<file path="src/rtl/fetch_branch_unit_if.sv">
// Instruction-memory fetch bus between fetch_branch_unit (master) and the
// instruction memory (slave). imem_req is held until imem_valid returns.
interface fetch_branch_unit_if #(
    parameter int PC_W    = 16,
    parameter int INSTR_W = 32
);
    logic               imem_req;
    logic [PC_W-1:0]    imem_addr;
    logic [INSTR_W-1:0] imem_rdata;
    logic               imem_valid;

    modport master (
        output imem_req,
        output imem_addr,
        input  imem_rdata,
        input  imem_valid
    );

    modport slave (
        input  imem_req,
        input  imem_addr,
        output imem_rdata,
        output imem_valid
    );
endinterface

</file>
<file path="src/rtl/fetch_branch_unit.sv">
// fetch_branch_unit: holds the PC, fetches instruction words over the imem
// bus, presents opcode/imm to the decoder, resolves branches/call/ret using
// the E/GT flags register and supplies the call link address.
// Optional feature macro: ILLEGAL_OP_TRAP_EN -- opcodes 5'b10101..5'b11111
// trap to TRAP_VEC with a one-cycle illegal pulse. When undefined those
// opcodes execute as NOP and illegal is tied low.
module fetch_branch_unit #(
    parameter int              PC_W     = 16,
    parameter int              INSTR_W  = 32,
    parameter logic [PC_W-1:0] RESET_PC = '0
`ifdef ILLEGAL_OP_TRAP_EN
    ,
    parameter logic [PC_W-1:0] TRAP_VEC = PC_W'(16'h0004)
`endif
) (
    input  logic                clk,
    input  logic                rst_n,
    fetch_branch_unit_if.master imem,
    output logic [INSTR_W-1:0]  instr,
    output logic [4:0]          opcode,
    output logic                imm,
    output logic                instr_valid,
    input  logic                exec_done,
    input  logic                isBeq,
    input  logic                isBgt,
    input  logic                isUBranch,
    input  logic                isCall,
    input  logic                isRet,
    input  logic                cmp_valid,
    input  logic                cmp_eq,
    input  logic                cmp_gt,
    input  logic [PC_W-1:0]     ret_addr,
    output logic [PC_W-1:0]     link_pc,
    output logic [PC_W-1:0]     pc,
    output logic                flag_e,
    output logic                flag_gt,
    output logic                illegal
);
    localparam int OFF_W = 27;

    typedef enum logic [1:0] {FETCH, WAIT, EXEC} stateType;

    stateType           stateReg, stateNext;
    // Low during reset and for the cycle after release, so the first request
    // appears only after the first clock edge following reset.
    logic               armedReg;
    logic [PC_W-1:0]    pcReg, pcNext;
    logic [INSTR_W-1:0] instrReg;
    logic               flagEReg, flagGtReg;
    logic               execFire;
    logic               trapFire;
    logic [PC_W-1:0]    offsetExt;

    assign execFire = (stateReg == EXEC) && exec_done;

    // Branch offset: sign-extend or truncate the 27-bit field to PC width.
    generate
        if (PC_W <= OFF_W) begin : gOffTrunc
            assign offsetExt = instrReg[PC_W-1:0];
        end else begin : gOffSext
            assign offsetExt = {{(PC_W-OFF_W){instrReg[OFF_W-1]}}, instrReg[OFF_W-1:0]};
        end
    endgenerate

`ifdef ILLEGAL_OP_TRAP_EN
    logic illegalReg;
    assign trapFire = execFire && (instrReg[INSTR_W-1 -: 5] >= 5'b10101);
    assign illegal  = illegalReg;

    // One-cycle pulse on the edge that retires an illegal opcode.
    always_ff @(posedge clk or negedge rst_n) begin
        if (!rst_n) illegalReg <= 1'b0;
        else        illegalReg <= trapFire;
    end
`else
    assign trapFire = 1'b0;
    assign illegal  = 1'b0;
`endif

    // State register.
    always_ff @(posedge clk or negedge rst_n) begin
        if (!rst_n) begin
            stateReg <= FETCH;
            armedReg <= 1'b0;
        end else begin
            stateReg <= stateNext;
            armedReg <= 1'b1;
        end
    end

    // Next-state logic.
    always_comb begin
        stateNext = stateReg;
        case (stateReg)
            FETCH:   if (armedReg)        stateNext = WAIT;
            WAIT:    if (imem.imem_valid) stateNext = EXEC;
            EXEC:    if (exec_done)       stateNext = FETCH;
            default:                      stateNext = FETCH;
        endcase
    end

    // FSM outputs: request while fetching/waiting, instruction valid in EXEC.
    always_comb begin
        imem.imem_req = armedReg && (stateReg != EXEC);
        instr_valid   = (stateReg == EXEC);
    end

    // Next-PC selection; flags used here are the values before this cycle.
    always_comb begin
        pcNext = pcReg;
        if (execFire) begin
            if (isRet)                       pcNext = ret_addr;
            else if (isUBranch || isCall)    pcNext = pcReg + offsetExt;
            else if (isBeq && flagEReg)      pcNext = pcReg + offsetExt;
            else if (isBgt && flagGtReg)     pcNext = pcReg + offsetExt;
            else                             pcNext = pcReg + PC_W'(1);
`ifdef ILLEGAL_OP_TRAP_EN
            if (trapFire)                    pcNext = TRAP_VEC;
`endif
        end
    end

    // Datapath registers: PC, latched instruction word and flags.
    always_ff @(posedge clk or negedge rst_n) begin
        if (!rst_n) begin
            pcReg     <= RESET_PC;
            instrReg  <= '0;
            flagEReg  <= 1'b0;
            flagGtReg <= 1'b0;
        end else begin
            pcReg <= pcNext;
            if (stateReg == WAIT && imem.imem_valid) instrReg <= imem.imem_rdata;
            if (execFire && cmp_valid && !trapFire) begin
                flagEReg  <= cmp_eq;
                flagGtReg <= cmp_gt;
            end
        end
    end

    assign imem.imem_addr = pcReg;
    assign instr          = instrReg;
    assign opcode         = instrReg[INSTR_W-1 -: 5];
    assign imm            = instrReg[INSTR_W-6];
    assign link_pc        = pcReg + PC_W'(1);
    assign pc             = pcReg;
    assign flag_e         = flagEReg;
    assign flag_gt        = flagGtReg;
endmodule

</file>
<file path="src/flat_wrapper.sv">
// flat-port wrapper written by rule: the top's interface ports become plain ports
module fetch_branch_unit_flat 
#(
    parameter int              PC_W     = 16,
    parameter int              INSTR_W  = 32,
    parameter logic [PC_W-1:0] RESET_PC = '0

)
  (clk, rst_n, instr, opcode, imm, instr_valid, exec_done, isBeq, isBgt, isUBranch, isCall, isRet, cmp_valid, cmp_eq, cmp_gt, ret_addr, link_pc, pc, flag_e, flag_gt, illegal, imem_imem_req, imem_imem_addr, imem_imem_rdata, imem_imem_valid);
  fetch_branch_unit_if #(.PC_W(PC_W), .INSTR_W(INSTR_W)) imem_i ();
  input  logic clk;
  input  logic rst_n;
  output logic [INSTR_W-1:0] instr;
  output logic [4:0] opcode;
  output logic imm;
  output logic instr_valid;
  input  logic exec_done;
  input  logic isBeq;
  input  logic isBgt;
  input  logic isUBranch;
  input  logic isCall;
  input  logic isRet;
  input  logic cmp_valid;
  input  logic cmp_eq;
  input  logic cmp_gt;
  input  logic [PC_W-1:0] ret_addr;
  output logic [PC_W-1:0] link_pc;
  output logic [PC_W-1:0] pc;
  output logic flag_e;
  output logic flag_gt;
  output logic illegal;
  output wire logic [$bits(imem_i.imem_req)-1:0] imem_imem_req;
  output wire logic [$bits(imem_i.imem_addr)-1:0] imem_imem_addr;
  input wire logic [$bits(imem_i.imem_rdata)-1:0] imem_imem_rdata;
  input wire logic [$bits(imem_i.imem_valid)-1:0] imem_imem_valid;
  assign imem_imem_req = imem_i.imem_req;
  assign imem_imem_addr = imem_i.imem_addr;
  assign imem_i.imem_rdata = imem_imem_rdata;
  assign imem_i.imem_valid = imem_imem_valid;
  fetch_branch_unit #(.PC_W(PC_W), .INSTR_W(INSTR_W), .RESET_PC(RESET_PC)) u_core (.clk(clk), .rst_n(rst_n), .imem(imem_i), .instr(instr), .opcode(opcode), .imm(imm), .instr_valid(instr_valid), .exec_done(exec_done), .isBeq(isBeq), .isBgt(isBgt), .isUBranch(isUBranch), .isCall(isCall), .isRet(isRet), .cmp_valid(cmp_valid), .cmp_eq(cmp_eq), .cmp_gt(cmp_gt), .ret_addr(ret_addr), .link_pc(link_pc), .pc(pc), .flag_e(flag_e), .flag_gt(flag_gt), .illegal(illegal));
endmodule
</file>
<file path="config.mk">
export PLATFORM = sky130hd
export DESIGN_NAME = fetch_branch_unit_flat
export DESIGN_NICKNAME = d
export VERILOG_FILES = /design/src/rtl/fetch_branch_unit_if.sv /design/src/rtl/fetch_branch_unit.sv /design/src/flat_wrapper.sv
export SDC_FILE = /design/constraint.sdc
export NUM_CORES = 1
export LEC_CHECK = 0
export BUFFER_PORTS_ARGS = -buffer_cell sky130_fd_sc_hd__buf_2
export CAP_MARGIN = 10
export CORE_UTILIZATION = 34
export CTS_CLUSTER_DIAMETER = 100
export CTS_CLUSTER_SIZE = 10
export DETAILED_ROUTE_END_ITERATION = 8
export PLACE_DENSITY_LB_ADDON = 0.25
export SLEW_MARGIN = 10
export SYNTH_ARGS = -nofsm -noshare
export SYNTH_HDL_FRONTEND = slang
export SYNTH_SLANG_ARGS = --single-unit
</file>
<file path="constraint.sdc">
create_clock -name clk -period 6.45 [get_ports clk]
set_input_delay 1.29 -clock clk [delete_from_list [all_inputs] [get_ports clk]]
set_output_delay 1.29 -clock clk [all_outputs]
set_load 0.02 [all_outputs]
</file>
==> results of run 1 <==
[report_power, final]
part / internal (mW) / switching (mW) / leakage [nW]
Combinational: 0.716 / 1.05 / 1.45
Clock: 0.127 / 0.113 / 0.0585
Sequential: 0.494 / 0.190 / 0.630
[per-layer routing]
layer	vias up	wire length, um	part of all wire
li1	1606	-	-
met5	-	0	0
met1	1580	4610	0.47
met3	15	669	0.068
met4	0	129	0.013
met2	143	4460	0.45
[final timing paths]
check	endpoint	slack, ps	depth (start not counted)
setup / recovery	link_pc[13]	2930	5
hold / removal	u_core.stateReg[0]	450	1
setup reg to reg	u_core.imem.imem_addr[12]	3840	8
hold reg to reg	u_core.stateReg[0]	450	1
max in group asynchronous	u_core.imem.imem_addr[2]	4880	2
min in group asynchronous	u_core.instr[15]	1090	2
[per-stage QoR]
step	cells	util	hold slack, ps
2_1_floorplan	383	-	419
3_3_place_gp	632	0.418	439
3_5_place_dp	632	0.418	448
4_1_cts	640	0.429	459
5_1_grt	640	0.429	486
6_report	640	0.429	450
[cell usage after synthesis, types with 2 or more instances]
master,number
o22ai_1,5
o211ai_1,3
nand2_1,28
nor2_1,24
nor3_1,10
a22oi_1,2
a211o_1,3
o21ai_0,20
mux2_2,34
dfrtp_1,53
nand3_1,11
a21oi_1,27
and3_1,6
o31ai_1,3
a31oi_1,4
inv_1,8
a21o_1,6
clkbuf_1,14
xnor2_1,12
nor2b_1,2
xor2_1,10
o21a_1,7
nor4_1,2
nand4_1,2
and2_1,5
buf_4,24
or2_2,3
a211oi_1,7
mux2i_1,3
ha_1,16
conb_1,2
[layout by cell type (no fill, tap or decap), drive strengths merged, types with 8 or more instances in the layout]
cell type / count
buf: 151
dfrtp: 53
mux2: 34
nand2: 29
a21oi: 28
nor2: 24
o21ai: 21
ha: 16
xnor2: 12
nand3: 12
nor3: 10
xor2: 10
inv: 8
[registers in the layout (all words and copies together) (netlist names)]
register / flops
u_core.armedReg: 1
u_core.imem.imem_addr: 16
u_core.instr: 32
u_core.stateReg: 2
u_core.flag_e: 1
u_core.flag_gt: 1
[area by class of cell]
cell class	instances	area (sq um)	share of cell area
tap	136	170	0.0386
clock buffer	7	86.3	0.0196
multi-input combinational	283	2010	0.454
timing repair buffer	151	761	0.172
inverter	9	33.8	0.00766
clock inverter	1	30.0	0.00680
sequential	53	1330	0.301
[cells by family (layout without fill, tap and decap cells)]
logic type      Yosys count  in the layout  synth area share
compound gates          103            103             0.188
simple gates            102            102             0.138
flops                    53             53             0.369
buf+inv                  47            168            0.0741
mux                      37             37             0.115
xor+xnor                 22             22            0.0535
fa+ha+maj                17             17            0.0612
other cells               2              2           0.00209
==> qor.csv, run 1 <==
stage;metric;value;unit
placement;gpl congestion;0.851;
floorplan;initial core utilization;0.350;
grt;first-pass GRT wire length;16100;um
cts;Post-CTS Hold Buffers;0;
run_status;status;finished, final reports clean;
grt;largest net degree at the start of global routing;54;
floorplan;die height;105;um
timing;fin crit period;3520;ps
worst_setup_path;CP max FO;9;
cts;clk_lat worst skew;310;ps
detailed_routing;initial DRC count;194;
detailed_routing;drt total wl;9870;um
logic_synthesis;Avg Inst Size Synth;9.40;sq um
cts;Setup Fix Bufs, Post-CTS;0;
cts;clock root buffer;clkbuf_8;
logic_synthesis;Post-synth ARST share;1.00;
timing;final setup margin;2930;ps
floorplan;die area;0.0110;sq mm
cts;clock buffer depth;2;
placement;Post-Place Setup Slack;3220;ps
timing;fin. max-slew vios;0;
finish;fin nets;580;
power_and_ir_drop;power density cells;611;mW/mm^2
logic_synthesis;ys flop type;dfrtp_1;
timing;TNS Setup;0;ps
worst_setup_path;Worst EP arrival;2230;ps
timing;Final Hold Viols;0;
worst_setup_path;critical-path cell list;nand4_1 > nor3_1 > and3_1 > xor2_1 > buf_2;
finish;share of cells above drive strength 1;0.401;
grt;overall routing resource usage;0.183;
detailed_routing;WL/cell;15.4;um
grt;gr ovfl total;0;
power_and_ir_drop;leak pwr;2.14;nW
logic_synthesis;sequential share of the synthesized area;0.369;
placement;post-DP HPWL;7670;um
grt;number of global-route vias before repair;3220;
logic_synthesis;Cells after Synth;383;
logic_synthesis;post-synth net total;460;
worst_setup_path;Buf/Inv on CP;1;
worst_setup_path;FF-to-FF Start;u_core.imem.imem_addr[0];
logic_synthesis;Distinct cells, synth;58;
worst_setup_path;Max stage delay on crit path;520;ps
finish;# diodes;0;
timing;Tcrit/Tclk final;0.545;
worst_setup_path;Critical Path RT;5160;ps
timing;setup repair after global routing missed its margin;no;
detailed_routing;First-pass DRT Iterations;4;
timing;Max-slew headroom;0.537;
grt;initial antenna violation count;0;
worst_setup_path;Crit Path Class;register to output pin;
grt;Most Crowded Layer GR;met2;
worst_setup_path;critical path's slowest cell;nor3_1;
worst_setup_path;CP delay by family, top;simple AND/OR/NAND/NOR gates;
worst_setup_path;CP startpoint kind;register;
floorplan;chip width;105;um
timing;Tightest Pin Transition;695;ps
logic_synthesis;share of the synthesized area in the top cell type;0.369;
finish;P&R area growth vs syn;22.6;%
floorplan;Ports;151;
grt;met1 Usage GRT;0.250;
worst_hold_path;Hold Crit Class;register to register;
worst_hold_path;Hold Startpoint;u_core.stateReg[1];
timing;clk_skew;5.28;ps
grt;met3 GRT Util;0.0337;
detailed_routing;vias per inst;5.23;
worst_setup_path;Worst Setup End Kind;output pin;
power_and_ir_drop;peak supply drop;238;uV
detailed_routing;antenna viol nets, final;0;
cts;Worst-path clk slew;100;ps
detailed_routing;DRC;0;
grt;met2 Usage GRT;0.299;
power_and_ir_drop;total power;2.69;mW
job;max-cap violation count;0;
finish;Fill cells;1083;
detailed_routing;total number of vias;3344;
logic_synthesis;Post-Syn Area;0.00360;sq mm
placement;dpl cell area;0.00430;sq mm
cts;TritonCTS clock tree;done;
finish;post-route cell area;0.00441;sq mm
floorplan;CORE AREA;0.0103;sq mm
logic_synthesis;flip-flop and latch count after synthesis;53;
cts;clock sinks;53;
timing;Setup violations, final;0;
placement;Port Buffers;149;
cts;H-tree depth;2;
floorplan;Rows;37;
timing;fmax;0.284;GHz
logic_synthesis;Post-synth EDFFs;0;
worst_setup_path;Critical path origin;u_core.imem.imem_addr[2];
logic_synthesis;Synth area leaders;dfrtp_1 37%, mux2_2 11%, ha_1 5.6%, buf_4 5.0%, a21oi_1 3.8%;
cts;total CTS buffers;5;
logic_synthesis;synth warn;0;
logic_synthesis;cell taking the most area after synthesis;dfrtp_1;
cts;post_cts resized;0;
Note: power is estimated with default switching activity, not from simulation.
==> inputs of run 2 (changes only) <==
--- a/config.mk
+++ b/config.mk
@@ -5,6 +5,7 @@
 export SDC_FILE = /design/constraint.sdc
 export NUM_CORES = 1
 export LEC_CHECK = 0
+export ABC_AREA = 1
 export BUFFER_PORTS_ARGS = -buffer_cell sky130_fd_sc_hd__buf_2
 export CAP_MARGIN = 10
 export CORE_UTILIZATION = 34
==> constraint.sdc (replaced) <==
create_clock -name clk -period 3.4 [get_ports clk]
set_input_delay 0.68 -clock clk [delete_from_list [all_inputs] [get_ports clk]]
set_output_delay 0.68 -clock clk [all_outputs]
set_load 0.02 [all_outputs]
==> run 2 against run 1 <==
Net effect:
- combinational power grew 110%
- sequential power rose by 92%
- clock skew increased by 10 ps
- die area rose by 6.0%
==> qor.csv, run 2 <==
stage;metric;value;unit
logic_synthesis;Cells after Synth;498;
power_and_ir_drop;Sequential Power Share;0.235;
timing;TNS Setup;0;ps
logic_synthesis;Post-synth top cells;136 x nand2_1, 56 x inv_1, 53 x dfrtp_1, 40 x nand3_1, 32 x mux2_2;
placement;gpl congestion;0.871;
floorplan;CORE AREA;0.0109;sq mm
detailed_routing;wire length on met2;5470;um
timing;fin crit period;2630;ps
job;max-cap violation count;0;
cts;post_cts resized;0;
finish;P&R area growth vs syn;22.3;%
worst_setup_path;critical-path cell list;ha_1 > inv_2 > nor2_8 > nand2_4 > nor2_8 > xor2_2 > buf_2;
cts;TritonCTS clock tree;done;
floorplan;die area;0.0117;sq mm
detailed_routing;vias per inst;4.85;
detailed_routing;initial DRC count;154;
grt;first-pass GRT wire length;18100;um
cts;Worst-path clk slew;110;ps
detailed_routing;WL/cell;14.9;um
finish;max FFs per register;32;
worst_setup_path;CP max FO;9;
worst_setup_path;cell mode on critical path;nor2_8;
power_and_ir_drop;leak pwr;2.58;nW
timing;final setup margin;772;ps
timing;Tcrit/Tclk final;0.773;
detailed_routing;First-pass DRT Iterations;4;
detailed_routing;DRC;0;
power_and_ir_drop;internal power;2.53;mW
power_and_ir_drop;power density cells;1190;mW/mm^2
logic_synthesis;post-synth net total;575;
timing;Final Hold Viols;0;
worst_setup_path;reg2reg setup slack;1200;ps
grt;number of global-route vias before repair;3653;
floorplan;die height;108;um
logic_synthesis;Synth area leaders;dfrtp_1 35%, nand2_1 13%, mux2_2 9.4%, inv_1 5.5%, ha_1 5.2%;
finish;# diodes;0;
placement;dpl cell area;0.00456;sq mm
detailed_routing;total number of vias;3713;
cts;H-tree depth;2;
grt;initial antenna violation count;0;
power_and_ir_drop;switch share;0.547;
worst_setup_path;Crit Path Class;register to output pin;
placement;Post-Place Setup Slack;1130;ps
worst_setup_path;Reg2Reg Depth;9;
worst_setup_path;CP startpoint kind;register;
cts;clock sinks;53;
cts;clock root buffer;clkbuf_8;
timing;Tightest Pin Transition;891;ps
floorplan;Ports;151;
worst_setup_path;R2R Path End;u_core.imem.imem_addr[8];
worst_hold_path;Hold Crit Class;primary input to async pin;
worst_setup_path;Worst Setup End Kind;output pin;
timing;fmax;0.381;GHz
logic_synthesis;cell taking the most area after synthesis;dfrtp_1;
logic_synthesis;synth warn;0;
cts;clock buffer depth;2;
detailed_routing;antenna viol nets, final;0;
logic_synthesis;Avg Inst Size Synth;7.67;sq um
logic_synthesis;Post-synth ARST share;1.00;
timing;clk_skew;15.4;ps
grt;gr ovfl total;0;
detailed_routing;drt total wl;11400;um
cts;total CTS buffers;5;
cts;Post-CTS Hold Buffers;0;
power_and_ir_drop;total power;5.58;mW
worst_setup_path;Max stage delay on crit path;520;ps
logic_synthesis;share of the synthesized area in the top cell type;0.347;
floorplan;chip width;108;um
grt;overall routing resource usage;0.205;
grt;largest net degree at the start of global routing;34;
detailed_routing;met1 WL;5010;um
power_and_ir_drop;Logic pwr share;0.681;
logic_synthesis;Post-synth EDFFs;0;
cts;clk_lat worst skew;340;ps
logic_synthesis;flip-flop and latch count after synthesis;53;
finish;post-route cell area;0.00467;sq mm
timing;Max-slew headroom;0.406;
placement;Port Buffers;149;
worst_setup_path;Buf/Inv on CP;2;
run_status;status;finished, final reports clean;
logic_synthesis;sequential share of the synthesized area;0.347;
logic_synthesis;count leader, synth;nand2_1;
detailed_routing;metal3 WL;736;um
power_and_ir_drop;peak supply drop;472;uV
worst_setup_path;critical path's slowest cell;dfrtp_1;
timing;fin. max-slew vios;0;
floorplan;initial core utilization;0.351;
power_and_ir_drop;share of power burned in the clock network;0.084;
worst_setup_path;CP delay by family, top;flip-flops;
finish;commonest non-fill, non-tap cell in the layout;buf_2;
placement;post-DP HPWL;8840;um
worst_setup_path;Critical Path RT;2720;ps
finish;most frequent cells in the layout;149 x buf_2, 136 x nand2_1, 56 x inv_1;
worst_setup_path;Worst EP arrival;1950;ps
finish;fin nets;702;
logic_synthesis;Distinct cells, synth;38;
timing;setup repair after global routing missed its margin;no;
timing;Setup violations, final;0;
logic_synthesis;ys flop type;dfrtp_1;
cts;Setup Fix Bufs, Post-CTS;0;
worst_setup_path;FF-to-FF Start;u_core.imem.imem_addr[0];
finish;share of cells above drive strength 1;0.335;
detailed_routing;DR top layer;met4;
logic_synthesis;Post-Syn Area;0.00382;sq mm
power_and_ir_drop;P_sw;3.05;mW
floorplan;Rows;38;
-- run 2: cell count changes after synthesis, moves of 9 or more --
cell	change
clkbuf_1	-10
o21ai_0	-9
nand2_1	+108
nand3_1	+29
inv_1	+48
xnor2_1	-9
-- run 2: worst max path at each step --
stage	startpoint	end	slack (ps)	depth (start not counted)
2_1_floorplan	u_core.imem.imem_addr[1]	link_pc[6]	1230	6
3_3_place_gp	u_core.imem.imem_addr[0]	link_pc[6]	1220	7
3_5_place_dp	u_core.imem.imem_addr[0]	link_pc[6]	1130	7
4_1_cts	u_core.imem.imem_addr[0]	link_pc[6]	730	7
5_1_grt	u_core.imem.imem_addr[0]	link_pc[6]	610	7
6_report	u_core.imem.imem_addr[0]	link_pc[6]	770	7
-- run 2: cell families after synthesis --
| kind of cell | Yosys count | synth area share |
|---|---|---|
| other | 2 | 0.00197 |
| xor gates and xnor gates | 10 | 0.0249 |
| DFF | 53 | 0.347 |
| adders and majority gates | 17 | 0.0576 |
| and+or+nand+nor | 230 | 0.267 |
| buffers and inverters | 95 | 0.118 |
| muxes | 34 | 0.100 |
| AOI/OAI and AO/OA | 57 | 0.0835 |
-- run 2: area by class of cell --
cell class | instances | area (sq um)
multi-input cells | 350 | 2050
repair buffers | 152 | 768
inverters | 63 | 236
flip-flops and latches | 53 | 1330
well taps | 140 | 175
clock inverters | 3 | 46.3
clock buffers | 5 | 68.8
fillers | 1156 | 6220
-- run 2: metrics by stage --
step	instances	hold WS [ps]	util
floorplan	498	384	-
global placement	758	480	0.418
detailed placement	758	487	0.418
CTS	766	407	0.429
global route	766	434	0.429
finish	766	377	0.429
-- run 2: power by group through the flow --
stage | sequential (mW) | combinational [mW] | clock [mW]
after floorplan | 1.60 | 2.50 | 0
after global placement | 1.31 | 3.79 | 0
after detailed placement | 1.33 | 3.80 | 0
after CTS | 1.32 | 3.82 | 0.486
after global routing | 1.37 | 4.25 | 0.505
final | 1.31 | 3.80 | 0.467
-- run 2: metal layers --
layer  track usage  up-vias
met4        0.0607        0
met5             0        -
met3        0.0518       15
met1         0.248     1730
met2         0.355      131
li1              -     1837
==> inputs of run 3 (changes only) <==
==> constraint.sdc (replaced) <==
create_clock -name clk -period 2.3 [get_ports clk]
set_input_delay 0.46 -clock clk [delete_from_list [all_inputs] [get_ports clk]]
set_output_delay 0.46 -clock clk [all_outputs]
set_load 0.02 [all_outputs]
==> run 3 against run 2 <==
Net effect:
- via count rose by 0.97%
- final cell count rose by 1.7%
- cell area rose by 3.8%
- critical endpoint is now link_pc[15]
- clock skew fell by 1.5 ps
- flip-flop and latch count did not move
- largest power group unchanged
- setup slack got worse by 700 ps
- combinational power rose by 55%
- wire length rose by 5.5%
- worst hold slack got worse by 360 ps
==> qor.csv, run 3 (synthesis gave the netlist of run 2 again) <==
stage;metric;value;unit
timing;fin crit period;2230;ps
cts;Worst-path clk slew;110;ps
worst_setup_path;Max stage delay on crit path;490;ps
worst_setup_path;reg2reg setup slack;210;ps
grt;gr ovfl total;0;
grt;number of global-route vias before repair;3664;
placement;Port Buffers;149;
finish;fin nets;715;
worst_setup_path;Worst EP arrival;1770;ps
worst_setup_path;R2R Path End;u_core.imem.imem_addr[8];
detailed_routing;antenna viol nets, final;0;
cts;clock buffer depth;2;
cts;clock sinks;53;
worst_hold_path;Hold Crit Class;primary input to async pin;
timing;Tcrit/Tclk final;0.969;
timing;clk_skew;14.0;ps
placement;post-DP HPWL;9470;um
cts;total CTS buffers;5;
grt;initial antenna violation count;0;
timing;TNS Setup;0;ps
run_status;status;finished, final reports clean;
finish;# diodes;0;
detailed_routing;First-pass DRT Iterations;4;
floorplan;CORE AREA;0.0109;sq mm
worst_setup_path;Worst Setup End Kind;output pin;
power_and_ir_drop;total power;8.60;mW
power_and_ir_drop;power density cells;1770;mW/mm^2
worst_setup_path;CP startpoint kind;register;
placement;gpl congestion;0.891;
detailed_routing;drt total wl;12000;um
timing;final setup margin;71.8;ps
floorplan;initial core utilization;0.351;
detailed_routing;WL/cell;15.4;um
timing;Final Hold Viols;0;
timing;fin. max-slew vios;0;
job;max-cap violation count;0;
floorplan;Rows;38;
worst_setup_path;Critical Path RT;1840;ps
grt;first-pass GRT wire length;18700;um
cts;Post-CTS Hold Buffers;0;
finish;share of cells above drive strength 1;0.371;
cts;TritonCTS clock tree;done;
worst_setup_path;Crit Path Class;register to output pin;
cts;clk_lat worst skew;340;ps
detailed_routing;DRC;0;
worst_setup_path;critical-path cell list;nand2_1 > nor2_2 > nand2_2 > nor2_1 > nand2_1 > nand2_1 > buf_2;
detailed_routing;initial DRC count;167;
grt;largest net degree at the start of global routing;26;
worst_setup_path;FF-to-FF Start;u_core.imem.imem_addr[0];
floorplan;chip width;108;um
finish;commonest non-fill, non-tap cell in the layout;buf_2;
floorplan;die height;108;um
grt;overall routing resource usage;0.215;
detailed_routing;vias per inst;4.81;
worst_setup_path;critical path's slowest cell;dfrtp_2;
cts;H-tree depth;2;
finish;max FFs per register;32;
floorplan;Ports;151;
worst_setup_path;CP max FO;6;
worst_setup_path;Reg2Reg Depth;9;
placement;Post-Place Setup Slack;197;ps
timing;Setup violations, final;0;
finish;most frequent cells in the layout;148 x buf_2, 134 x nand2_1, 56 x inv_1;
timing;fmax;0.449;GHz
power_and_ir_drop;leak pwr;2.66;nW
worst_setup_path;cell mode on critical path;nand2_1;
timing;setup repair after global routing missed its margin;no;
finish;P&R area growth vs syn;26.9;%
cts;clock root buffer;clkbuf_8;
timing;worst hold margin;17.6;ps
detailed_routing;total number of vias;3749;
power_and_ir_drop;peak supply drop;691;uV
floorplan;die area;0.0117;sq mm
-- run 3: area by class of cell --
type | count | area (sq um)
Fill cell | 1137 | 6040
Timing Repair Buffer | 165 | 881
Tap cell | 140 | 175
Multi-Input combinational cell | 350 | 2080
Clock buffer | 5 | 68.8
Inverter | 63 | 236
Clock inverter | 3 | 68.8
Sequential cell | 53 | 1340
-- run 3: how the worst max path moves through the flow --
stage / start / end / slack [ps] / depth (start not counted)
6_report: u_core.imem.imem_addr[4] / link_pc[15] / 70 / 7
5_1_grt: u_core.imem.imem_addr[0] / u_core.imem.imem_addr[8] / 10 / 9
4_1_cts: u_core.imem.imem_addr[0] / link_pc[6] / 6 / 7
3_5_place_dp: u_core.imem.imem_addr[1] / link_pc[6] / 200 / 7
3_3_place_gp: u_core.imem.imem_addr[1] / link_pc[6] / 230 / 7
2_1_floorplan: u_core.imem.imem_addr[0] / u_core.imem.imem_addr[8] / 300 / 9
-- run 3: worst max-delay path, delay by kind of cell, from the launching register on --
kind | cells | cell delay, ps
flops | 1 | 490
buf+inv | 1 | 160
simple gates | 6 | 770
-- run 3: repair_timing --
item                                    4_1_cts  5_1_grt
resized for setup                             7       11
endpoints found under the setup margin        8       10
hold endpoints to repair                      0        0
buffers inserted                              1        4
-- run 3: report_power, final --
part / internal (mW) / leakage [nW] / switching [mW]
combinational: 2.17 / 1.98 / 3.72
clock: 0.439 / 0.0687 / 0.360
sequential: 1.41 / 0.608 / 0.507
-- run 3: per-layer routing --
layer | GRT usage | routed length [um] | up-vias
met4 | 0.0528 | 161 | 0
met3 | 0.0555 | 980 | 11
met5 | 0 | 0 | -
li1 | - | - | 1865
met2 | 0.363 | 5730 | 127
met1 | 0.272 | 5140 | 1746
-- run 3: metrics by stage --
step | cell area (sq um) | cells | util
floorplan | 3820 | 498 | -
global placement | 4630 | 766 | 0.425
detailed placement | 4630 | 766 | 0.425
CTS | 4780 | 775 | 0.439
global route | 4850 | 779 | 0.445
finish | 4850 | 779 | 0.445
